## config.mk

```make
export PLATFORM = sky130hd
export DESIGN_NAME = l3_cache_ctrl
export DESIGN_NICKNAME = d
export VERILOG_FILES = /design/src/rtl/l3_cache_ctrl_pkg.sv /design/src/rtl/l3_cache_ctrl_slice_addr_gen.sv /design/src/rtl/l3_cache_ctrl.sv
export SDC_FILE = /design/constraint.sdc
export NUM_CORES = 1
export LEC_CHECK = 0
export CORE_ASPECT_RATIO = 1.75
export CORE_UTILIZATION = 30
export DETAILED_ROUTE_END_ITERATION = 12
export HOLD_SLACK_MARGIN = 0.03
export PLACE_DENSITY_LB_ADDON = 0.2
export SETUP_SLACK_MARGIN = 0.02
export SLEW_MARGIN = 30
export SYNTH_ARGS = -nofsm -noshare
export SYNTH_HDL_FRONTEND = slang
export SYNTH_SLANG_ARGS = --single-unit
```

## constraint.sdc

```tcl
create_clock -name clk_in -period 2.75 [get_ports clk_in]
set_input_delay 0.275 -clock clk_in [delete_from_list [all_inputs] [get_ports clk_in]]
set_output_delay 0.275 -clock clk_in [all_outputs]
set_load 0.01 [all_outputs]
```

## src/rtl/l3_cache_ctrl_pkg.sv

```systemverilog
// Shared encodings for the l3 cache controller: move directions, FSM states, payload widths.
package l3_cache_ctrl_pkg;

    localparam int unsigned MOVE_W  = 4;
    localparam int unsigned BLOCK_W = 5;
    localparam int unsigned BYTE_W  = 8;
    localparam int unsigned ST_W    = 2;

    localparam logic [MOVE_W-1:0] MOVE_PX = 4'b0001;
    localparam logic [MOVE_W-1:0] MOVE_NX = 4'b0010;
    localparam logic [MOVE_W-1:0] MOVE_PZ = 4'b0100;
    localparam logic [MOVE_W-1:0] MOVE_NZ = 4'b1000;

    localparam logic [ST_W-1:0] ST_IDLE  = 2'd0;
    localparam logic [ST_W-1:0] ST_SHIFT = 2'd1;
    localparam logic [ST_W-1:0] ST_REQ   = 2'd2;
    localparam logic [ST_W-1:0] ST_FILL  = 2'd3;

    function automatic logic move_is_legal(input logic [MOVE_W-1:0] m);
        return (m == MOVE_PX) || (m == MOVE_NX) || (m == MOVE_PZ) || (m == MOVE_NZ);
    endfunction

    function automatic logic move_is_x(input logic [MOVE_W-1:0] m);
        return m[0] | m[1];
    endfunction

    // Positive moves expose the far face of the cache.
    function automatic logic move_is_pos(input logic [MOVE_W-1:0] m);
        return m[0] | m[2];
    endfunction

endpackage

```

## src/rtl/l3_cache_ctrl_slice_addr_gen.sv

```systemverilog
// Walks the voxels of a freshly exposed slice: y outer, in-plane axis inner, flags the last one.
module l3_slice_addr_gen
    import l3_cache_ctrl_pkg::*;
#(
    parameter int unsigned LENGTH = 64,
    parameter int unsigned WIDTH  = 64,
    parameter int unsigned HEIGHT = 64
) (
    input  logic                      clk_in,
    input  logic                      rst_in,
    input  logic                      start_in,
    input  logic [MOVE_W-1:0]         dir_in,
    input  logic                      advance_in,
    output logic [$clog2(LENGTH)-1:0] x_out,
    output logic [$clog2(HEIGHT)-1:0] y_out,
    output logic [$clog2(WIDTH)-1:0]  z_out,
    output logic                      last_out
);

    localparam int unsigned XW = $clog2(LENGTH);
    localparam int unsigned YW = $clog2(HEIGHT);
    localparam int unsigned ZW = $clog2(WIDTH);
    localparam int unsigned IW = (XW > ZW) ? XW : ZW;

    logic          x_move_q;
    logic          pos_q;
    logic [IW-1:0] inner_q;
    logic [YW-1:0] outer_q;
    logic [IW-1:0] inner_max;

    assign inner_max = x_move_q ? IW'(WIDTH - 1) : IW'(LENGTH - 1);

    always_ff @(posedge clk_in or posedge rst_in) begin
        if (rst_in) begin
            x_move_q <= 1'b0;
            pos_q    <= 1'b0;
            inner_q  <= '0;
            outer_q  <= '0;
        end else if (start_in) begin
            x_move_q <= move_is_x(dir_in);
            pos_q    <= move_is_pos(dir_in);
            inner_q  <= '0;
            outer_q  <= '0;
        end else if (advance_in) begin
            if (inner_q == inner_max) begin
                inner_q <= '0;
                outer_q <= outer_q + YW'(1);
            end else begin
                inner_q <= inner_q + IW'(1);
            end
        end
    end

    assign x_out    = x_move_q ? (pos_q ? XW'(LENGTH - 1) : '0) : XW'(inner_q);
    assign z_out    = x_move_q ? ZW'(inner_q) : (pos_q ? ZW'(WIDTH - 1) : '0);
    assign y_out    = outer_q;
    assign last_out = (outer_q == YW'(HEIGHT - 1)) && (inner_q == inner_max);

endmodule

```

## src/rtl/l3_cache_ctrl.sv

```systemverilog
// Move sequencer and read/write arbiter in front of l3_cache: shift, request slice, refill.
module l3_cache_ctrl
    import l3_cache_ctrl_pkg::*;
#(
    parameter int unsigned LENGTH       = 64,
    parameter int unsigned WIDTH        = 64,
    parameter int unsigned HEIGHT       = 64,
    parameter int unsigned READ_LATENCY = 2
) (
    input  logic                      clk_in,
    input  logic                      rst_in,
    input  logic [MOVE_W-1:0]         move_in,
    input  logic                      move_valid_in,
    output logic                      move_ready_out,
    input  logic [$clog2(LENGTH)-1:0] rd_x_in,
    input  logic [$clog2(HEIGHT)-1:0] rd_y_in,
    input  logic [$clog2(WIDTH)-1:0]  rd_z_in,
    input  logic                      rd_req_in,
    output logic                      rd_ready_out,
    output logic                      rd_valid_out,
    output logic [BLOCK_W-1:0]        rd_data_out,
    input  logic [BYTE_W-1:0]         ld_data_in,
    input  logic                      ld_valid_in,
    output logic                      ld_ready_out,
    output logic                      slice_req_out,
    output logic [MOVE_W-1:0]         slice_dir_out,
    output logic                      refill_busy_out,
    output logic [$clog2(LENGTH)-1:0] cache_xread_out,
    output logic [$clog2(HEIGHT)-1:0] cache_yread_out,
    output logic [$clog2(WIDTH)-1:0]  cache_zread_out,
    output logic [$clog2(LENGTH)-1:0] cache_xwrite_out,
    output logic [$clog2(HEIGHT)-1:0] cache_ywrite_out,
    output logic [$clog2(WIDTH)-1:0]  cache_zwrite_out,
    output logic [BYTE_W-1:0]         cache_data_out,
    output logic [MOVE_W-1:0]         cache_ctrl_out,
    output logic                      cache_trigger_out,
    output logic                      cache_valid_out,
    output logic                      cache_we_out,
    output logic                      cache_re_out,
    input  logic [BLOCK_W-1:0]        cache_block_in
);

    localparam int unsigned XW = $clog2(LENGTH);
    localparam int unsigned YW = $clog2(HEIGHT);
    localparam int unsigned ZW = $clog2(WIDTH);

    logic [ST_W-1:0]         state_q, state_d;
    logic [MOVE_W-1:0]       move_q;
    logic                    last_wr_q;
    logic [READ_LATENCY-1:0] rd_pipe_q;
    logic                    rd_grant_c, wr_grant_c, move_take_c;
    logic [XW-1:0]           gen_x;
    logic [YW-1:0]           gen_y;
    logic [ZW-1:0]           gen_z;
    logic                    gen_last;

    assign move_take_c = (state_q == ST_IDLE) && move_valid_in && move_ready_out;

    l3_slice_addr_gen #(
        .LENGTH (LENGTH),
        .WIDTH  (WIDTH),
        .HEIGHT (HEIGHT)
    ) u_addr_gen (
        .clk_in     (clk_in),
        .rst_in     (rst_in),
        .start_in   (state_q == ST_SHIFT),
        .dir_in     (move_q),
        .advance_in (wr_grant_c),
        .x_out      (gen_x),
        .y_out      (gen_y),
        .z_out      (gen_z),
        .last_out   (gen_last)
    );

    // One cache op per cycle; contention in FILL alternates from the last grant.
    always_comb begin
        rd_grant_c = 1'b0;
        wr_grant_c = 1'b0;
        if (!rst_in) begin
            if (state_q == ST_FILL) begin
                if (rd_req_in && ld_valid_in) begin
                    rd_grant_c = last_wr_q;
                    wr_grant_c = !last_wr_q;
                end else begin
                    rd_grant_c = rd_req_in;
                    wr_grant_c = ld_valid_in;
                end
            end else begin
                rd_grant_c = rd_req_in && (state_q != ST_SHIFT);
            end
        end
    end

    always_comb begin
        state_d = state_q;
        case (state_q)
            ST_IDLE:  if (move_take_c && move_is_legal(move_in)) state_d = ST_SHIFT;
            ST_SHIFT: state_d = ST_REQ;
            ST_REQ:   state_d = ST_FILL;
            ST_FILL:  if (wr_grant_c && gen_last) state_d = ST_IDLE;
            default:  state_d = ST_IDLE;
        endcase
    end

    always_ff @(posedge clk_in or posedge rst_in) begin
        if (rst_in) state_q <= ST_IDLE;
        else        state_q <= state_d;
    end

    // Registered outputs are loaded from the next state so they line up with it.
    always_ff @(posedge clk_in or posedge rst_in) begin
        if (rst_in) begin
            move_q            <= '0;
            move_ready_out    <= 1'b0;
            cache_ctrl_out    <= '0;
            cache_trigger_out <= 1'b0;
            cache_valid_out   <= 1'b0;
            slice_req_out     <= 1'b0;
            slice_dir_out     <= '0;
            refill_busy_out   <= 1'b0;
            rd_pipe_q         <= '0;
            last_wr_q         <= 1'b1;
        end else begin
            if (move_take_c) move_q <= move_in;
            move_ready_out    <= (state_d == ST_IDLE);
            cache_ctrl_out    <= (state_d == ST_SHIFT) ? move_in : '0;
            cache_trigger_out <= (state_d == ST_SHIFT);
            cache_valid_out   <= (state_d == ST_SHIFT);
            slice_req_out     <= (state_d == ST_REQ);
            if (state_d == ST_REQ) slice_dir_out <= move_q;
            refill_busy_out   <= (state_d != ST_IDLE);
            rd_pipe_q[0]      <= rd_grant_c;
            for (int i = 1; i < int'(READ_LATENCY); i++) rd_pipe_q[i] <= rd_pipe_q[i-1];
            if (rd_grant_c || wr_grant_c) last_wr_q <= wr_grant_c;
        end
    end

    assign rd_ready_out     = rd_grant_c;
    assign ld_ready_out     = wr_grant_c;
    assign cache_re_out     = rd_grant_c;
    assign cache_we_out     = wr_grant_c;
    assign cache_xread_out  = rd_grant_c ? rd_x_in : '0;
    assign cache_yread_out  = rd_grant_c ? rd_y_in : '0;
    assign cache_zread_out  = rd_grant_c ? rd_z_in : '0;
    assign cache_xwrite_out = wr_grant_c ? gen_x : '0;
    assign cache_ywrite_out = wr_grant_c ? gen_y : '0;
    assign cache_zwrite_out = wr_grant_c ? gen_z : '0;
    assign cache_data_out   = wr_grant_c ? ld_data_in : '0;
    assign rd_valid_out     = rd_pipe_q[READ_LATENCY-1];
    assign rd_data_out      = rd_valid_out ? cache_block_in : '0;

endmodule
```

# Word level (Yosys, flattened, before mapping)

Index checks and enable logic that the tools add are counted.

Multiplexer cells: 27
Multiply operators: 0
Bitwise gates (word level): 2
Eq/ne operators: 12
Div/mod/pow operators: 0
Shift operators: 0
$lt $le $gt $ge: 0
Add/sub/neg operators: 2
Reductions and logical operators: 18

Operators with widths:

| cell                  | number |
|---|---|
| $mux W6               | 15 |
| $add A6 B1 Y6 const B | 2 |
| $eq A6 B6 Y1 const B  | 2 |
| $mux W8               | 1 |
| $pmux W2 S4           | 1 |
| $logic_and A1 B1 Y1   | 7 |
| $eq A2 B2 Y1 const B  | 3 |
| $mux W1               | 6 |
| $reduce_bool A2 Y1    | 3 |
| $mux W5               | 1 |
| $eq A2 B1 Y1 const B  | 2 |
| $eq A4 B1 Y1 const B  | 1 |
| $eq A4 B2 Y1 const B  | 1 |
| $eq A4 B3 Y1 const B  | 1 |
| $eq A4 B4 Y1 const B  | 1 |
| $logic_not A2 Y1      | 2 |
| $logic_or A1 B1 Y1    | 4 |
| $mux W2               | 2 |
| $mux W4               | 1 |
| $ne A2 B1 Y1 const B  | 1 |
| $or A1 B1 Y1          | 2 |
| $reduce_and A2 Y1     | 1 |
| $logic_not A1 Y1      | 1 |

Memories kept: 0
Flip-flop bits (word level): 35
Bits in read-only memories: 0
Word-level logic and storage cells: 75
Latch bits: 0
Input port bits: 40
Bits in writable memories: 0

# Depth between registers and ports, before layout

Gate-level depths: netlist (run 1).

Depth after elaboration: 9
Gate-level depth with buffers: 6

# Modules after synthesis

From an unflattened synthesis (run 1), not the netlist that was laid out.

Cell total of the unflattened synthesis: 224
Area, all modules: 2,042.0 um^2

Modules (own cells, without submodules):

| module            | cells an instance | instances | area an instance (um^2) | seq. area each (um^2) |
|---|---|---|---|---|
| l3_cache_ctrl     | 120               | 1         | 1,213.7                 | 526.8 |
| l3_slice_addr_gen | 104               | 1         | 828.3                   | 350.3 |

# Worst setup path after synthesis (run 1)

OpenSTA, ideal clock, no wires.

Kind: in2out
From: input rst_in
To: output cache_yread_out[1]
Buffers on the path: 1
Data required time: 2,475 ps
Data arrival time: 2,057 ps
Setup slack: 418 ps
Cell stages on the path: 5
Cells stage by stage: inv_1 nand2_1 a21oi_1 clkbuf_1 and2_1

Word-level cells in the longest chain between the ends: 2

Ends and longest elaborated chain:

| what             | RTL line             | RTL |
|---|---|---|
| from (decl)      | l3_cache_ctrl.sv:11  | `input logic rst_in,` |
| $mux W1          | l3_cache_ctrl.sv:79  | `if (!rst_in) begin` |
| net cache_re_out | l3_cache_ctrl.sv:39  | `output logic cache_re_out,` |
| $mux W6          | l3_cache_ctrl.sv:143 | `assign cache_yread_out = rd_grant_c ? rd_y_in : '0;` |
| to (decl)        | l3_cache_ctrl.sv:29  | `output logic [$clog2(HEIGHT)-1:0] cache_yread_out,` |

The timed path passes the listed nets, and every way through them passes these cells.

# Worst setup path in the final report (run 1)

From: input ld_valid_in
To: output cache_we_out

Word-level cells in the longest chain between the ends: 4

Ends and longest elaborated chain:

| what                | RTL line            | RTL |
|---|---|---|
| from (decl)         | l3_cache_ctrl.sv:23 | `input logic ld_valid_in,` |
| $logic_and A1 B1 Y1 | l3_cache_ctrl.sv:81 | `if (rd_req_in && ld_valid_in) begin` |
| $mux W1 *           | l3_cache_ctrl.sv:81 |  |
| $mux W1 *           | l3_cache_ctrl.sv:80 | `if (state_q == ST_FILL) begin` |
| $mux W1 *           | l3_cache_ctrl.sv:79 |  |
| to (decl)           | l3_cache_ctrl.sv:38 | `output logic cache_we_out,` |

Every way passes the cells marked *; elsewhere a longest branch is shown, timed or not.

==> results summary, run 1 <==
The residual antenna-violating net count after detailed routing came out at 0. Counting flops and latches in the post-synthesis netlist gives 35. The width of the chip is 62.2 um.

The combinational group share of total power came out at 0.220. The maximum clock insertion buffer count came out at 2. The die covers 6670 sq um.

The cell row count is 38. The count of TritonRoute iterations in the first routing pass is 4. For this run, the total global-route usage over all layers was measured as 0.159. The first-iteration detailed-routing DRC count came out at 54. The commonest non-fill, non-tap cell in the layout is clkdlybuf4s50_1. In the final routed layout, each cell accounts on average for roughly 13 um. The total clock buffers created by CTS came out at 5. The library cell used as clock root buffer is clkbuf_8. In this run the tool buffered the top-level ports with 106 buffer cells.

The signal arrival time at the worst endpoint came out at roughly 2000 ps. The run finished with clean final reports. The number of nets handed over by synthesis was 254. The number of flops mapped to enable cells by yosys is 0. The switching share of power is 0.288.

The number of remaining DRC errors is 0. The average instance in the mapped netlist occupies 8.96 sq um. Leaving out fill and tap cells, the most frequent cells in the layout are clkdlybuf4s50_1, nand2_1, dfrtp_1, and2_1, a21oi_1. The via density per instance came out at ~4.8.

Data on the critical path is required at its endpoint by 2480 ps. Across the run, the number of max-cap violations was 0. Setup violations remaining at the end of the flow were counted as 0. The class of the most critical setup path is primary input to output pin. The tightest min-delay check is of the flop to flop type. For this run, asynchronously set or reset flops after synthesis account for 1.00. The number of top-level design ports came out at 107. After synthesis the cells add up to 1900 sq um. The H-tree depth is 2.

Once routing completed, OpenROAD measured the worst setup slack at around 430 ps. The number of gates resized after CTS came out at 0. The HPWL after detailed placement is around 4.0 mm. The post-route minimum period came out at 2320 ps. The portion of the post-synthesis area used by sequential elements is 0.461.

The ratio of total power to cell area came out at 425 nW/um^2. For the pin with the worst max-slew slack, the measured transition is 536 ps. The gate count of the mapped netlist came out at 212.

The cell-internal power came out at 0.951 mW. Timing analysis after detailed placement gives a worst setup slack of 434 ps. The most frequently used flop master after synthesis is dfrtp_1. The post-route core utilization came out at 0.512. The pin count of the biggest net entering global routing came out at 36. The synthesized netlist contains 38 unique library cells. The endpoint kind of the worst setup timing path is an output pin. The final hold violation count is 0.

The leakage power came out at 1.38 nW. The number of sinks handled by clock tree synthesis came out at 35. The leftover overflow at the end of global routing came out at 0. The initial utilization of the core area, before any placement, comes to 0.310. The final period utilization came out at 0.842. The worst max-slew margin expressed relative to the limit is 0.640.

Across all layers, the routed design uses 1929 vias. The clock-pin transition on the worst setup and hold timing paths came out at 70 ps. The Yosys step of the flow raised 0 warnings. The initial antenna violation count is 0. For this block, the routed nets add up to 5.19 mm of wire. The worst-case vdd ir drop came out at 211 uV.

The number of global-route vias before repair is 1881. The synthesis-to-layout area growth came out at 65.4%. The first-pass GRT wire length is 8.41 mm. The count of final max-slew check failures came to 0.

STA classifies the critical path startpoint as a primary input. The core area is approximately 6100 sq um. Setup repair after global routing left no endpoint under its margin. The number of nets in the layout is 360.

The final setup skew is 6.48 ps. The share of post-route cells with drive strength above 1 came out at 0.0752. The sequential share of power came out at 0.469. The later-pin clock latency in the skew report is 290 ps. TritonCTS built the clock tree.

The final weighted congestion of routability-driven global placement came out at 0.794. The share of power burned in the clock network came out at 0.311. The analysis attributes to net switching a power of 0.385 mW. The number of antenna cells inserted is 0. Post-CTS timing repair inserted 0 buffers for setup. The upper clock frequency limit came out at approximately 430 MHz.

The sum of negative setup slack came out at 0 ps. For this design, the CTS-stage hold fixing added 0 buffers. The die span in y came out at ~110 um. Along the worst path, the maximum fanout reaches 19.
## path summary, 6_finish.rpt
| check | startpoint | to | slack, ps | depth (start not counted) |
|---|---|---|---|---|
| max in group asynchronous | rst_in | last_wr_q | 1960 | 3 |
| worst max-delay path | ld_valid_in | cache_we_out | 430 | 5 |
| worst max register to register | u_addr_gen.inner_q[0] | u_addr_gen.y_out[2] | 750 | 5 |
| worst min register to register | rd_pipe_q[0] | rd_pipe_q[1] | 360 | 0 |
| worst min-delay path | rd_pipe_q[0] | rd_pipe_q[1] | 360 | 0 |
| min in group asynchronous | rst_in | u_addr_gen.y_out[5] | 450 | 3 |
## flip-flops by register name (all words and copies together), names as in the netlist, 2 cells and up
signal              flops
cache_ctrl_out          4
move_q                  4
rd_pipe_q               2
slice_dir_out           4
state_q                 2
u_addr_gen.inner_q      6
u_addr_gen.y_out        6
## cells by family after synthesis
| kind of cell | count (synthesis) | share of synthesized area |
|---|---|---|
| AO/OA/AOI/OAI | 32 | 0.0922 |
| AND/OR/NAND/NOR | 116 | 0.340 |
| flip-flops | 35 | 0.461 |
| adder cells (fa/ha/maj) | 2 | 0.0132 |
| buffers and inverters | 17 | 0.0415 |
| multiplexers | 5 | 0.0290 |
| XOR/XNOR | 5 | 0.0230 |
## stage by stage
step | total power, mW | instance area [sq um] | hold WS (ps) | cells
global route | 1.41 | 3140 | 376 | 399
finish | 1.34 | 3140 | 361 | 399
floorplan | 0.763 | 1900 | 331 | 212
detailed placement | 0.932 | 3040 | 345 | 391
global placement | 0.930 | 3040 | 332 | 391
CTS | 1.35 | 3140 | 368 | 399
## cells in the mapped netlist (3+ instances only)
master	number	area share
nor2_1	7	0.014
and2_1	27	0.089
dfrtp_1	34	0.45
nand2_1	34	0.067
clkbuf_1	8	0.016
mux2_2	4	0.024
or3_1	3	0.0099
o21ai_0	6	0.016
and3_1	16	0.053
nand2b_1	7	0.023
inv_1	4	0.0079
buf_4	4	0.016
xor2_1	3	0.014
nand3_1	3	0.0079
a21oi_1	21	0.055
nand4_1	4	0.013
## power groups by stage
stage / clock network [mW] / logic (mW) / registers [mW]
after global placement: 0 / 0.295 / 0.635
final: 0.415 / 0.294 / 0.626
after CTS: 0.428 / 0.299 / 0.624
after detailed placement: 0 / 0.298 / 0.635
after global routing: 0.447 / 0.326 / 0.633
after floorplan: 0 / 0.149 / 0.613
## per-layer routing
metal	up-vias	track usage	share of wire
met2	83	0.311	0.55
met1	908	0.155	0.37
met5	-	0	0
li1	932	-	-
met4	0	0.0598	0.015
met3	6	0.0445	0.072
## cell type report
cell class | instances | area (sq um)
tap | 80 | 100
multi-input combinational | 160 | 945
fill | 608 | 2990
timing repair buffer | 111 | 1100
clock buffer | 7 | 96.3
clock inverter | 1 | 7.51
sequential | 35 | 877
inverter | 5 | 18.8
## critical path, cell delays in order
cell	delay, ps
clkdlybuf4s50_1	490
and4b_1	250
nand2_2	220
inv_1	240
clkdlybuf4s50_1	570
No activity file was read; power rests on OpenSTA's default activity.
==> run 2, diff against run 1 <==
==> constraint.sdc (replaced) <==
create_clock -name clk_in -period 2.3 [get_ports clk_in]
set_input_delay 0.23 -clock clk_in [delete_from_list [all_inputs] [get_ports clk_in]]
set_output_delay 0.23 -clock clk_in [all_outputs]
set_load 0.01 [all_outputs]
==> results summary, run 2 (synthesized netlist as in run 1, its figures left out) <==
The clock-pin transition on the worst setup and hold timing paths was 70 ps (about the same). The worst max-slew margin expressed relative to the limit was 0.695 (was 0.640). The startpoint kind of the worst setup timing path was a flop (was primary input). The HPWL after detailed placement is 4.03 mm (was 4.02 mm). The average wire length per cell after detail routing came out at 13.2 um (was 13.0 um).

The total placed instance area came to 3080 sq um (was 3040 sq um). The class of the most critical setup path is flop to output pin (was primary input to output pin). The number of sinks handled by clock tree synthesis came out at 35 (unchanged).

The die span in y is 107 um (unchanged). The number of top-level design ports came out at 107 (unchanged). The final period utilization is 0.958. The starting density of the core is 0.310 (unchanged).

The count of TritonRoute iterations in the first routing pass came to 4 (unchanged). The worst reg2reg path startpoint is u_addr_gen.inner_q[0] (unchanged). The number of nets in the layout came out at 369 (was 360). The number of vias in the routed layout came to 1928 (was 1929). The initial antenna violation count came to 0 (unchanged). The routed wire length came out at 5.38 mm (was 5.19 mm). The startpoint of the most critical hold path is rd_pipe_q[0] (unchanged). The global routing usage summed across all routing layers came to 0.164 (was 0.159).

The ratio of total power to cell area is 497 nW/um^2 (was 425 nW/um^2). The filler cell count in the final layout was 565 (was 608). The worst path required time came out at 2070 ps (was 2480 ps). The minimum setup slack among reg-to-reg paths came out at 310 ps (was 750 ps). The number of violations of the max-capacitance limit came out at 0 (unchanged).

The final total power came to 1.61 mW (was 1.34 mW). The number of non-filler instances in the completed layout is 408 (was 399). The actual slew at the worst max-slew pin came out at 458 ps (was 536 ps). The final weighted congestion of routability-driven global placement came to 0.749 (was 0.794). The number of cells after detailed placement is 396 (was 391). The area of combinational cells with multiple inputs is 953 sq um (was 945 sq um).

The H-tree depth came out at 2 (unchanged). The number of port buffers came out at 106 (unchanged). The number of antenna cells inserted is 0 (unchanged).

The library cell used as clock root buffer was clkbuf_8 (unchanged). The upper clock frequency limit came out at 454 MHz. The routed design could run at a clock period as short as 2200 ps. The first-pass GRT wire length is 8.65 mm (was 8.41 mm). The worst setup timing slack at the placement stage was 120 ps (was 434 ps). Setup repair after global routing missed its margin: true (was false). The sum of negative setup slack came out at 0 ps (unchanged).

The first-iteration detailed-routing DRC count came out at 71 (was 54). The residual antenna-violating net count after detailed routing is 0 (unchanged). The total die area is 6670 sq um (unchanged). The final non-filler cell area is 3250 sq um (was 3140 sq um). The via density per instance is 4.73 (was 4.83). The number of remaining DRC errors came out at 0 (unchanged). The width of the chip came out at 62.2 um (unchanged).

The worst-case vdd ir drop is 252 uV (was 211 uV). The start point of the critical path was last_wr_q (was ld_valid_in). The leakage power came out at 1.58 nW (was 1.38 nW). The later-pin clock latency in the skew report is 280 ps (was 290 ps).

The maximum clock insertion buffer count is 2 (unchanged). The endpoint kind of the worst setup timing path was an output pin (unchanged). The register area is 877 sq um (unchanged). Result of the run: finished clean (unchanged).

The total clock buffers created by CTS came out at 5 (unchanged). The synthesis-to-layout area growth is 70.8% (was 65.4%). The final setup skew is 3.70 ps (was 6.48 ps). The cell row count is 38 (unchanged). The final count of negative-setup-slack endpoints is 0 (unchanged). The core area came out at 6130 sq um (unchanged). The share of post-route cells with drive strength above 1 is 0.101 (was 0.0752). The commonest non-fill, non-tap cell in the layout is clkdlybuf4s50_1 (unchanged). The final hold violation count came out at 0 (unchanged).

The pin count of the biggest net entering global routing is 36 (unchanged). Most frequent cells in the layout: clkdlybuf4s50_1, nand2_1, dfrtp_1, and2_1, a21oi_1 (unchanged). The worst path setup slack after routing came out at 96.7 ps (was 433 ps). The path class of the lowest-slack min-delay path is flop to flop (unchanged). The number of global-route vias before repair is 1909 (was 1881). The largest fanout on the critical path is 10 (was 19). The count of final max-slew check failures came out at 0 (unchanged).

The clock tree from TritonCTS is built (unchanged). The signal arrival time at the worst endpoint came out at 1970 ps (was 2040 ps). The leftover overflow at the end of global routing came to 0 (unchanged).
[run 2: cell types whose count changed in the layout (fill, tap and decap cells not counted), sizes merged]
| cell | before | now |
|---|---|---|
| buf | 5 | 14 |
| clkdlybuf4s50 | 106 | 97 |
| dlymetal6s2s | 0 | 9 |
| clkbuf | 7 | 8 |
| clkinvlp | 1 | 0 |
[run 2: final timing paths]
path                       cells past startpoint                  end
min                                            0         rd_pipe_q[1]
max reg2reg                                    5  u_addr_gen.y_out[2]
max in group asynchronous                      3            last_wr_q
min reg2reg                                    0         rd_pipe_q[1]
max                                            5   cache_xread_out[5]
min in group asynchronous                      3  u_addr_gen.y_out[0]
[run 2: worst max-delay path, cell delays in order (launching register included)]
cell,delay (ps)
dfstp_2,550
o21ai_0,100
a21oi_2,230
buf_6,160
and2_1,120
clkdlybuf4s50_1,530
[run 2: final cells by class]
cell class                 count  share of cell area
timing repair buffer         120               0.369
multi-input combinational    160               0.294
sequential                    35               0.270
clock buffer                   8              0.0308
tap                           80              0.0308
inverter                       5             0.00578
[run 2: stage by stage]
stage,hold WS (ps),utilization
6_report,350,0.529
5_1_grt,369,0.529
4_1_cts,352,0.518
3_5_place_dp,336,0.502
3_3_place_gp,332,0.502
2_1_floorplan,331,-
[run 2: what timing repair did]
item                       CTS  global route
setup endpoints to repair    0            21
resized for setup            0            15
setup buffers                0             3
hold buffers                 0             0
[run 2: where the power goes]
part | internal [mW] | switching [mW]
registers | 0.662 | 0.0894
clock network | 0.273 | 0.219
logic | 0.213 | 0.156
total | 1.15 | 0.464
[run 2: metal layers]
metal / up-vias / wire length [um] / GRT usage
met5: - / 0 / 0
met4: 0 / 127 / 0.0797
met3: 13 / 311 / 0.0424
met2: 74 / 2870 / 0.304
met1: 891 / 2070 / 0.168
li1: 950 / - / -
